### src/rtl/tl_beat_queue.sv
// rtl/tl_beat_queue.sv - valid/ready queue for one packed TileLink channel beat
//
// Purpose:
//   Sits between the packed tile wrapper and the interconnect on one channel
//   (A..E) or on the broadcast trace port. Stores up to DEPTH beats in a
//   circular buffer. Optional pipe mode lets a full queue accept a beat in
//   the same cycle it dequeues. Optional flow mode lets an empty queue forward
//   a beat combinationally. Optional drop-when-full mode lets a producer that
//   has no ready input keep streaming: beats with no space are discarded and
//   counted.
//
// Ports:
//   clock_i      rising-edge clock for all state
//   reset_i      synchronous reset, active-high
//   flush_i      synchronous discard of all stored entries
//   enq_valid_i  producer beat valid
//   enq_ready_o  queue can accept (constant 1 in drop-when-full mode
//                outside reset and flush)
//   enq_beat_i   packed beat from the producer
//   deq_valid_o  beat available at the head
//   deq_ready_i  consumer accepts the head beat
//   deq_beat_o   packed beat at the head (or the bypassed beat)
//   count_o      number of stored entries; bypassed beats are not counted
//   drops_o      saturating count of discarded beats; cleared only by reset

module tl_beat_queue #(
    parameter int WIDTH          = 620,
    parameter int DEPTH          = 2,
    parameter int PIPE           = 0,
    parameter int FLOW           = 0,
    parameter int DROP_WHEN_FULL = 0
) (
    input  logic                         clock_i,
    input  logic                         reset_i,
    input  logic                         flush_i,
    input  logic                         enq_valid_i,
    output logic                         enq_ready_o,
    input  logic [WIDTH-1:0]             enq_beat_i,
    output logic                         deq_valid_o,
    input  logic                         deq_ready_i,
    output logic [WIDTH-1:0]             deq_beat_o,
    output logic [$clog2(DEPTH+1)-1:0]   count_o,
    output logic [15:0]                  drops_o
);

    localparam int CW = $clog2(DEPTH + 1);
    localparam int PW = (DEPTH > 1) ? $clog2(DEPTH) : 1;

    // The storage array is rounded up to a power of two so any pointer value
    // indexes a real slot; the pointers themselves wrap at DEPTH-1, so the
    // slots above DEPTH-1 are never written or read.
    localparam int SLOTS = 1 << PW;

    localparam logic [CW-1:0] FULL_CNT = CW'(DEPTH);
    localparam logic [PW-1:0] LAST_PTR = PW'(DEPTH - 1);

    localparam logic PIPE_EN = (PIPE != 0);
    localparam logic FLOW_EN = (FLOW != 0);
    localparam logic DROP_EN = (DROP_WHEN_FULL != 0);

    logic [WIDTH-1:0] mem [SLOTS];
    logic [PW-1:0]    rd_ptr;
    logic [PW-1:0]    wr_ptr;
    logic [CW-1:0]    count;
    logic [15:0]      drops;

    logic active;
    logic empty;
    logic full;
    logic can_accept;
    logic enq_fire;
    logic drop;
    logic bypass;
    logic deq_fire;
    logic bypass_fire;
    logic do_enq;
    logic do_deq;

    function automatic logic [PW-1:0] next_ptr(input logic [PW-1:0] p);
        return (p == LAST_PTR) ? '0 : p + 1'b1;
    endfunction

    // Reset and flush both freeze the handshake for the cycle: nothing is
    // accepted, nothing is offered, nothing is counted as dropped.
    assign active = !reset_i && !flush_i;

    assign empty = (count == '0);
    assign full  = (count == FULL_CNT);

    // Pipe mode: a full queue may take a beat when the head leaves this
    // cycle. deq_ready_i only reaches enq_ready_o through this term.
    assign can_accept = (count < FULL_CNT) || (PIPE_EN && deq_ready_i && full);

    assign enq_fire = active && enq_valid_i && can_accept;
    assign drop     = active && DROP_EN && enq_valid_i && !can_accept;

    // Flow mode: an empty queue offers the incoming beat directly.
    // enq_valid_i only reaches deq_valid_o through this term.
    assign bypass = FLOW_EN && empty && enq_valid_i;

    always_comb begin
        enq_ready_o = 1'b0;
        deq_valid_o = 1'b0;
        if (active) begin
            enq_ready_o = DROP_EN ? 1'b1 : can_accept;
            deq_valid_o = !empty || bypass;
        end
    end

    assign deq_beat_o = empty ? enq_beat_i : mem[rd_ptr];

    assign deq_fire = deq_valid_o && deq_ready_i;

    // A beat that is both enqueued and dequeued while the queue is empty can
    // only have come through the bypass path: it never touches storage.
    assign bypass_fire = empty && enq_fire && deq_fire;
    assign do_enq      = enq_fire && !bypass_fire;
    assign do_deq      = deq_fire && !empty;

    assign count_o = count;
    assign drops_o = drops;

    // Storage is not reset; stale contents are unreachable once count is 0.
    always_ff @(posedge clock_i) begin
        if (do_enq) begin
            mem[wr_ptr] <= enq_beat_i;
        end
    end

    always_ff @(posedge clock_i) begin
        if (reset_i) begin
            rd_ptr <= '0;
            wr_ptr <= '0;
            count  <= '0;
        end else if (flush_i) begin
            rd_ptr <= '0;
            wr_ptr <= '0;
            count  <= '0;
        end else begin
            if (do_enq) begin
                wr_ptr <= next_ptr(wr_ptr);
            end
            if (do_deq) begin
                rd_ptr <= next_ptr(rd_ptr);
            end
            case ({do_enq, do_deq})
                2'b10:   count <= count + 1'b1;
                2'b01:   count <= count - 1'b1;
                default: count <= count;
            endcase
        end
    end

    // The drop counter survives flush so a trace consumer can still see how
    // many beats were lost before it cleared the queue.
    always_ff @(posedge clock_i) begin
        if (reset_i) begin
            drops <= '0;
        end else if (drop && (drops != 16'hFFFF)) begin
            drops <= drops + 16'd1;
        end
    end

endmodule

### config.mk
export PLATFORM = sky130hd
export DESIGN_NAME = tl_beat_queue
export DESIGN_NICKNAME = d
export VERILOG_FILES = /design/src/rtl/tl_beat_queue.sv
export SDC_FILE = /design/constraint.sdc
export NUM_CORES = 2
export LEC_CHECK = 0
export BUFFER_PORTS_ARGS = -buffer_cell sky130_fd_sc_hd__buf_2
export CELL_PAD_IN_SITES_DETAIL_PLACEMENT = 1
export CELL_PAD_IN_SITES_GLOBAL_PLACEMENT = 2
export CORE_AREA = 10 10 480 482
export CTS_CLUSTER_SIZE = 30
export DETAILED_ROUTE_END_ITERATION = 6
export DIE_AREA = 0 0 490 492
export PLACE_DENSITY_LB_ADDON = 0.1
export SYNTH_ARGS = -nofsm -noshare
export SYNTH_HDL_FRONTEND = slang
export SYNTH_SLANG_ARGS = --single-unit
### constraint.sdc
create_clock -name clock_i -period 78.4 [get_ports clock_i]
set_input_delay 3.92 -clock clock_i [delete_from_list [all_inputs] [get_ports clock_i]]
set_output_delay 3.92 -clock clock_i [all_outputs]
set_load 0.01 [all_outputs]
# ---- Word level (Yosys, flattened, before mapping)
# Memories as Yosys holds them, arrays and structs flattened. A register that Yosys moved wholly into a read port is not among the register bits.
# Index checks and enable logic that the tools add are counted.
dict set report word_totals {
  regBits 4
  ram_bits 1240
  input_bits 625
  word_cells 36
  n_memories 1
}
dict set report op_classes {
  add_sub_neg 4
  order_cmp 1
  eq_ne 2
  mux 10
  reduce_logical 15
}
# name words word_bits rd rd_ports_with_merged_regs wr line
set mem_list {}
lappend mem_list {mem 2 620 1 1 1 61} ;# logic [WIDTH-1:0] mem [SLOTS];
# operator n
set ops {}
lappend ops {{620-bit 2-to-1 mux} 1}
lappend ops {{1-bit logical AND} 8}
lappend ops {{1-bit 2-to-1 mux} 8}
lappend ops {{1-bit logical NOT} 4}
lappend ops {{2-bit one-hot mux with 2 select lines} 1}
lappend ops {{1-bit adder (second input constant)} 2}
lappend ops {{2-bit by 1-bit adder with 2-bit output (second input constant)} 1}
lappend ops {{2-bit by 1-bit equality test with 1-bit output (second input constant)} 1}
lappend ops {{2-bit equality test (second input constant)} 1}
lappend ops {{2-bit logical NOT} 1}
lappend ops {{2-bit less-than comparator (second input constant)} 1}
lappend ops {{2-bit nonzero test} 1}
lappend ops {{2-bit OR reduction} 1}
lappend ops {{2-bit by 1-bit subtractor with 2-bit output (second input constant)} 1}

# ---- Logic depth before layout (Yosys ltp)
dict set report logic_depth {
  word_depth 10
  mapped_depth 9
  mapped_depth_nobuf 6
}

# ---- Least setup slack after synthesis
# No wires, ideal clock.
dict set report synth_path {
  kind {in2reg}
  start {in enq_valid_i}
  end {mem mem[0][0] (enable)}
  setup_time_ps 1618
  t_arrival_ps 29856
  setup_slack_ps 46926
  cell_stages 3
  cell_sequence {nor2b_1 nand2_1 nor2_1}
}
dict set report synth_between {
  elab_chain_len 8
}
# element line
set synth_rtl {}
lappend synth_rtl {{start, declared} 36} ;# input logic enq_valid_i,
lappend synth_rtl {{1-bit logical AND * (2 in a row)} 94} ;# assign enq_fire = active && enq_valid_i && can_accept;
lappend synth_rtl {{1-bit logical AND (2 in a row)} 116} ;# assign bypass_fire = empty && enq_fire && deq_fire;
lappend synth_rtl {{1-bit logical NOT} 117} ;# assign do_enq = enq_fire && !bypass_fire;
lappend synth_rtl {{1-bit logical AND *} 117}
lappend synth_rtl {{1-bit 2-to-1 mux *} 125} ;# if (do_enq) begin
lappend synth_rtl {{1-bit 2-to-1 mux (implied by the code) *} 126} ;# mem[wr_ptr] <= enq_beat_i;
lappend synth_rtl {{end, declared} 61}
# Mark *: on every way between the ends. The rest lies on a longest branch, timed or not.

# ---- Worst setup path in the final report
dict set report layout_path {
  start {reg count[1], in the netlist count_o[1]}
  end {out deq_beat_o[27]}
}
dict set report layout_between {
  elab_chain_len 2
}
# element line
set layout_rtl {}
lappend layout_rtl {{start, declared} 64} ;# logic [CW-1:0] count;
lappend layout_rtl {{start signal, assigned} 147} ;# 2'b10: count <= count + 1'b1;
lappend layout_rtl {{start signal, assigned} 148} ;# 2'b01: count <= count - 1'b1;
lappend layout_rtl {{start signal, assigned} 149} ;# default: count <= count;
lappend layout_rtl {{2-bit logical NOT} 87} ;# assign empty = (count == '0);
lappend layout_rtl {{620-bit 2-to-1 mux} 110} ;# assign deq_beat_o = empty ? enq_beat_i : mem[rd_ptr];
lappend layout_rtl {{end, declared} 41} ;# output logic [WIDTH-1:0] deq_beat_o,
# No other way between the ends.

==> run_results.csv <==
group,metric,value,unit
status,outcome,"complete, no violations",
worst_setup_path,reg2reg_depth,8,
power_and_ir_drop,p_leak,0.02208,uW
clock_network,ctsResizeCount,0,
detailed_routing,routed_wirelength,203900,um
logic_synthesis,syn_avg_cell_area,15.40,um^2
die,die_h,492,um
detailed_routing,drc,0,
global_routing,grt_pass1_vias,34040,
worst_setup_path,timing.rr.end,"mem[0][465]$_DFFE_PP_",
die,die_area,0.2411,mm^2
logic_synthesis,ys_ff_latch,1245,
global_routing,gr-total-overflow,0,
die,design.core.area,0.2210,mm^2
die,io_pins,1265,
clock_network,ctsHoldBuffers,0,
layout,regArea,0.03734,mm^2
placed_design,dp.cells,7413,
global_routing,grt_pass1_wl,278300,um
timing,worst_pin_slew,1.153,ns
worst_setup_path,cp-end-kind,"output port",
logic_synthesis,synth_edf_count,1240,
layout,fillers,23800,
clock_network,path_clk_slew,0.06,ns
timing,finalSetupViolCount,0,
layout,area.growth.synth_to_final,27.06,%
detailed_routing,drt-initial-drc-count,1685,
timing,post-route-period-util,12.42,%
placed_design,place_hpwl,149900,um
logic_synthesis,synthArstFlopShare,0,%
clock_network,cts_sinks,1245,
timing,rsz0062_at_grt,"no",
clock_network,clk_root_buffer_cell,"clkbuf_16",
detailed_routing,vias,32780,
worst_setup_path,regToRegSetupSlack,73.31,ns
worst_setup_path,cp_data_arrival_time,5.82,ns
job,max-cap-violations,0,
hold_path,min_to,"rd_ptr$_SDFFE_PP0P_",
logic_synthesis,synth.distinct_cells,22,
worst_setup_path,worstPathRequired,74.48,ns
layout,multi_input_area,0.01297,mm^2
global_routing,grt_max_degree,144,
clock_network,clk_path_buf_depth,3,
die,num_rows,173,
layout,drive_above_1_share,38.13,%
layout,final_nets,5223,
worst_setup_path,worstSetupPathType,"reg -> out",
power_and_ir_drop,p_per_area,23.77,mW/mm^2
logic_synthesis,synth_top_area_share,72.12,%
die,die_w,490,um
detailed_routing,routedWlPerCell,26.35,um
timing,tns,0,ns
logic_synthesis,yosys_warnings,0,
clock_network,insertion_delay,0.78,ns
worst_setup_path,critPathLaunchType,"flip-flop",
timing,report.final.slew_viol_count,0,
timing,max-slew-margin-rel,23.12,%
global_routing,antenna_found_initial,212,
hold_path,min_from,"rd_ptr$_SDFFE_PP0P_",
clock_network,cts_max_level,4,
timing,hold_viol,0,
timing,period_needed,9.740,ns
global_routing,grt_use_total,16.22,%
logic_synthesis,yosys.area.top_type,"edfxtp_1",
clock_network,cts_tree,"done",
logic_synthesis,synth_seq_area_share,72.31,%
timing,skew,0.02440,ns
worst_setup_path,cp_max_fo,93,
hold_path,holdPathStages,2,
detailed_routing,ant_nets,0,
detailed_routing,viasPerCell,4.236,
clock_network,numCtsBuffers,157,
die,start_util,23.36,%
logic_synthesis,synth_ff_type,"edfxtp_1",
timing,fmax,0.1027,GHz
hold_path,hold_class,"reg -> reg",
placed_design,gp_congestion,0.7657,
clock_network,post_cts_buffers,0,
power_and_ir_drop,ir_drop,0.00001855,V
layout,final_cells,7739,
detailed_routing,dr.pass1.iters,5,
logic_synthesis,syn_inst,3353,
placed_design,portBuffers,1248,
logic_synthesis,synth_area,0.05163,mm^2
logic_synthesis,synth_area_leaders,"edfxtp_1 (72%), mux2i_1 (12%), a21oi_2 (5.1%), nor2_1 (4.6%), a21oi_1 (3.1%)",
worst_setup_path,reg2reg_from,"count_o[1]$_SDFFE_PP0P_",
[sequential cells by signal, summed over array words and instances, names as in the netlist, named ones only]
name,count
mem,1240
count_o,2
rd_ptr,1
wr_ptr,1
[critical path: stages (launching register included)]
cell,delay (ns)
dfxtp_1,0.42
or2_4,0.72
buf_4,0.80
buf_4,0.80
buf_4,0.77
buf_4,0.90
nor2_1,0.08
a21oi_1,0.18
buf_2,0.16
[routing by layer]
metal,vias to the layer above,routed length [um],track usage [%]
met2,1231,96220,26.75
li1,15090,-,-
met3,523,19580,7.518
met1,15820,78200,18.09
met4,118,9203,6.562
met5,-,732,0
[cells in the final DEF, fill, tap and decap left out, types with 5 or more instances in the layout]
master	count
clkinv_1	42
diode_2	36
clkbuf_16	161
clkbuf_1	44
clkinv_2	20
bufinv_16	6
buf_2	1248
clkinvlp_4	5
edfxtp_1	1240
conb_1	16
a21oi_1	321
inv_6	7
buf_4	42
mux2i_1	620
nor2_1	626
a21oi_2	300
[through the flow]
| step | util (%) | cell area, um^2 | hold slack, ns | power [uW] | setup slack, ns |
|---|---|---|---|---|---|
| floorplan | - | 51690 | 0.4725 | 830.3 | 46.93 |
| global placement | 27.46 | 60680 | 0.4938 | 891.9 | 69.22 |
| detailed placement | 27.46 | 60680 | 0.4899 | 893.5 | 69.24 |
| CTS | 29.64 | 65510 | 0.5091 | 1592 | 68.43 |
| global route | 29.66 | 65540 | 0.5297 | 1626 | 68.01 |
| finish | 29.68 | 65600 | 0.5028 | 1560 | 68.66 |
[cell type report]
| type | instances | area share (%) |
|---|---|---|
| Timing Repair Buffer | 1294 | 10.12 |
| Tap cell | 2975 | 5.674 |
| Clock inverter | 85 | 0.9784 |
| Multi-Input combinational cell | 1899 | 19.78 |
| Sequential cell | 1245 | 56.92 |
| Antenna cell | 36 | 0.1373 |
| Clock buffer | 205 | 6.393 |
[where the power goes]
part / leakage [uW] / switching (uW) / internal (uW) / total (uW)
sequential: 0.0113 / 2.67 / 747 / 749
combinational: 0.00843 / 83.4 / 42.5 / 126
clock: 0.00234 / 287 / 397 / 684
total: 0.0221 / 373 / 1190 / 1560
[how the worst max path moves through the flow]
stage | cells after the start | slack (ns) | start | endpoint
global placement | 9 | 69.22 | flush_i | mem[0][19]$_DFFE_PP_
global route | 8 | 68.01 | count_o[1]$_SDFFE_PP0P_ | deq_beat_o[26]
CTS | 8 | 68.43 | count_o[1]$_SDFFE_PP0P_ | deq_beat_o[480]
finish | 8 | 68.66 | count_o[1]$_SDFFE_PP0P_ | deq_beat_o[27]
detailed placement | 9 | 69.24 | flush_i | mem[0][19]$_DFFE_PP_
floorplan | 3 | 46.93 | enq_valid_i | mem[0][0]$_DFFE_PP_
[Yosys cell counts, drive strengths merged, types with 2 or more instances]
cell type,instances
a21oi,621
and3,2
buf,190
clkbuf,34
dfxtp,5
edfxtp,1240
mux2i,620
nor2,627
o21ai,2
or2,2
xnor2,2
xor2,2
[kinds of logic after synthesis]
logic type | synth area share (%)
AO/OA/AOI/OAI | 8.220
XOR/XNOR | 0.06786
adder cells (fa/ha/maj) | 0.02423
buffers and inverters | 2.702
flip-flops | 72.31
multiplexers | 12.02
other | 0.007263
AND/OR/NAND/NOR | 4.650
Power figures use the tool's default switching activity.
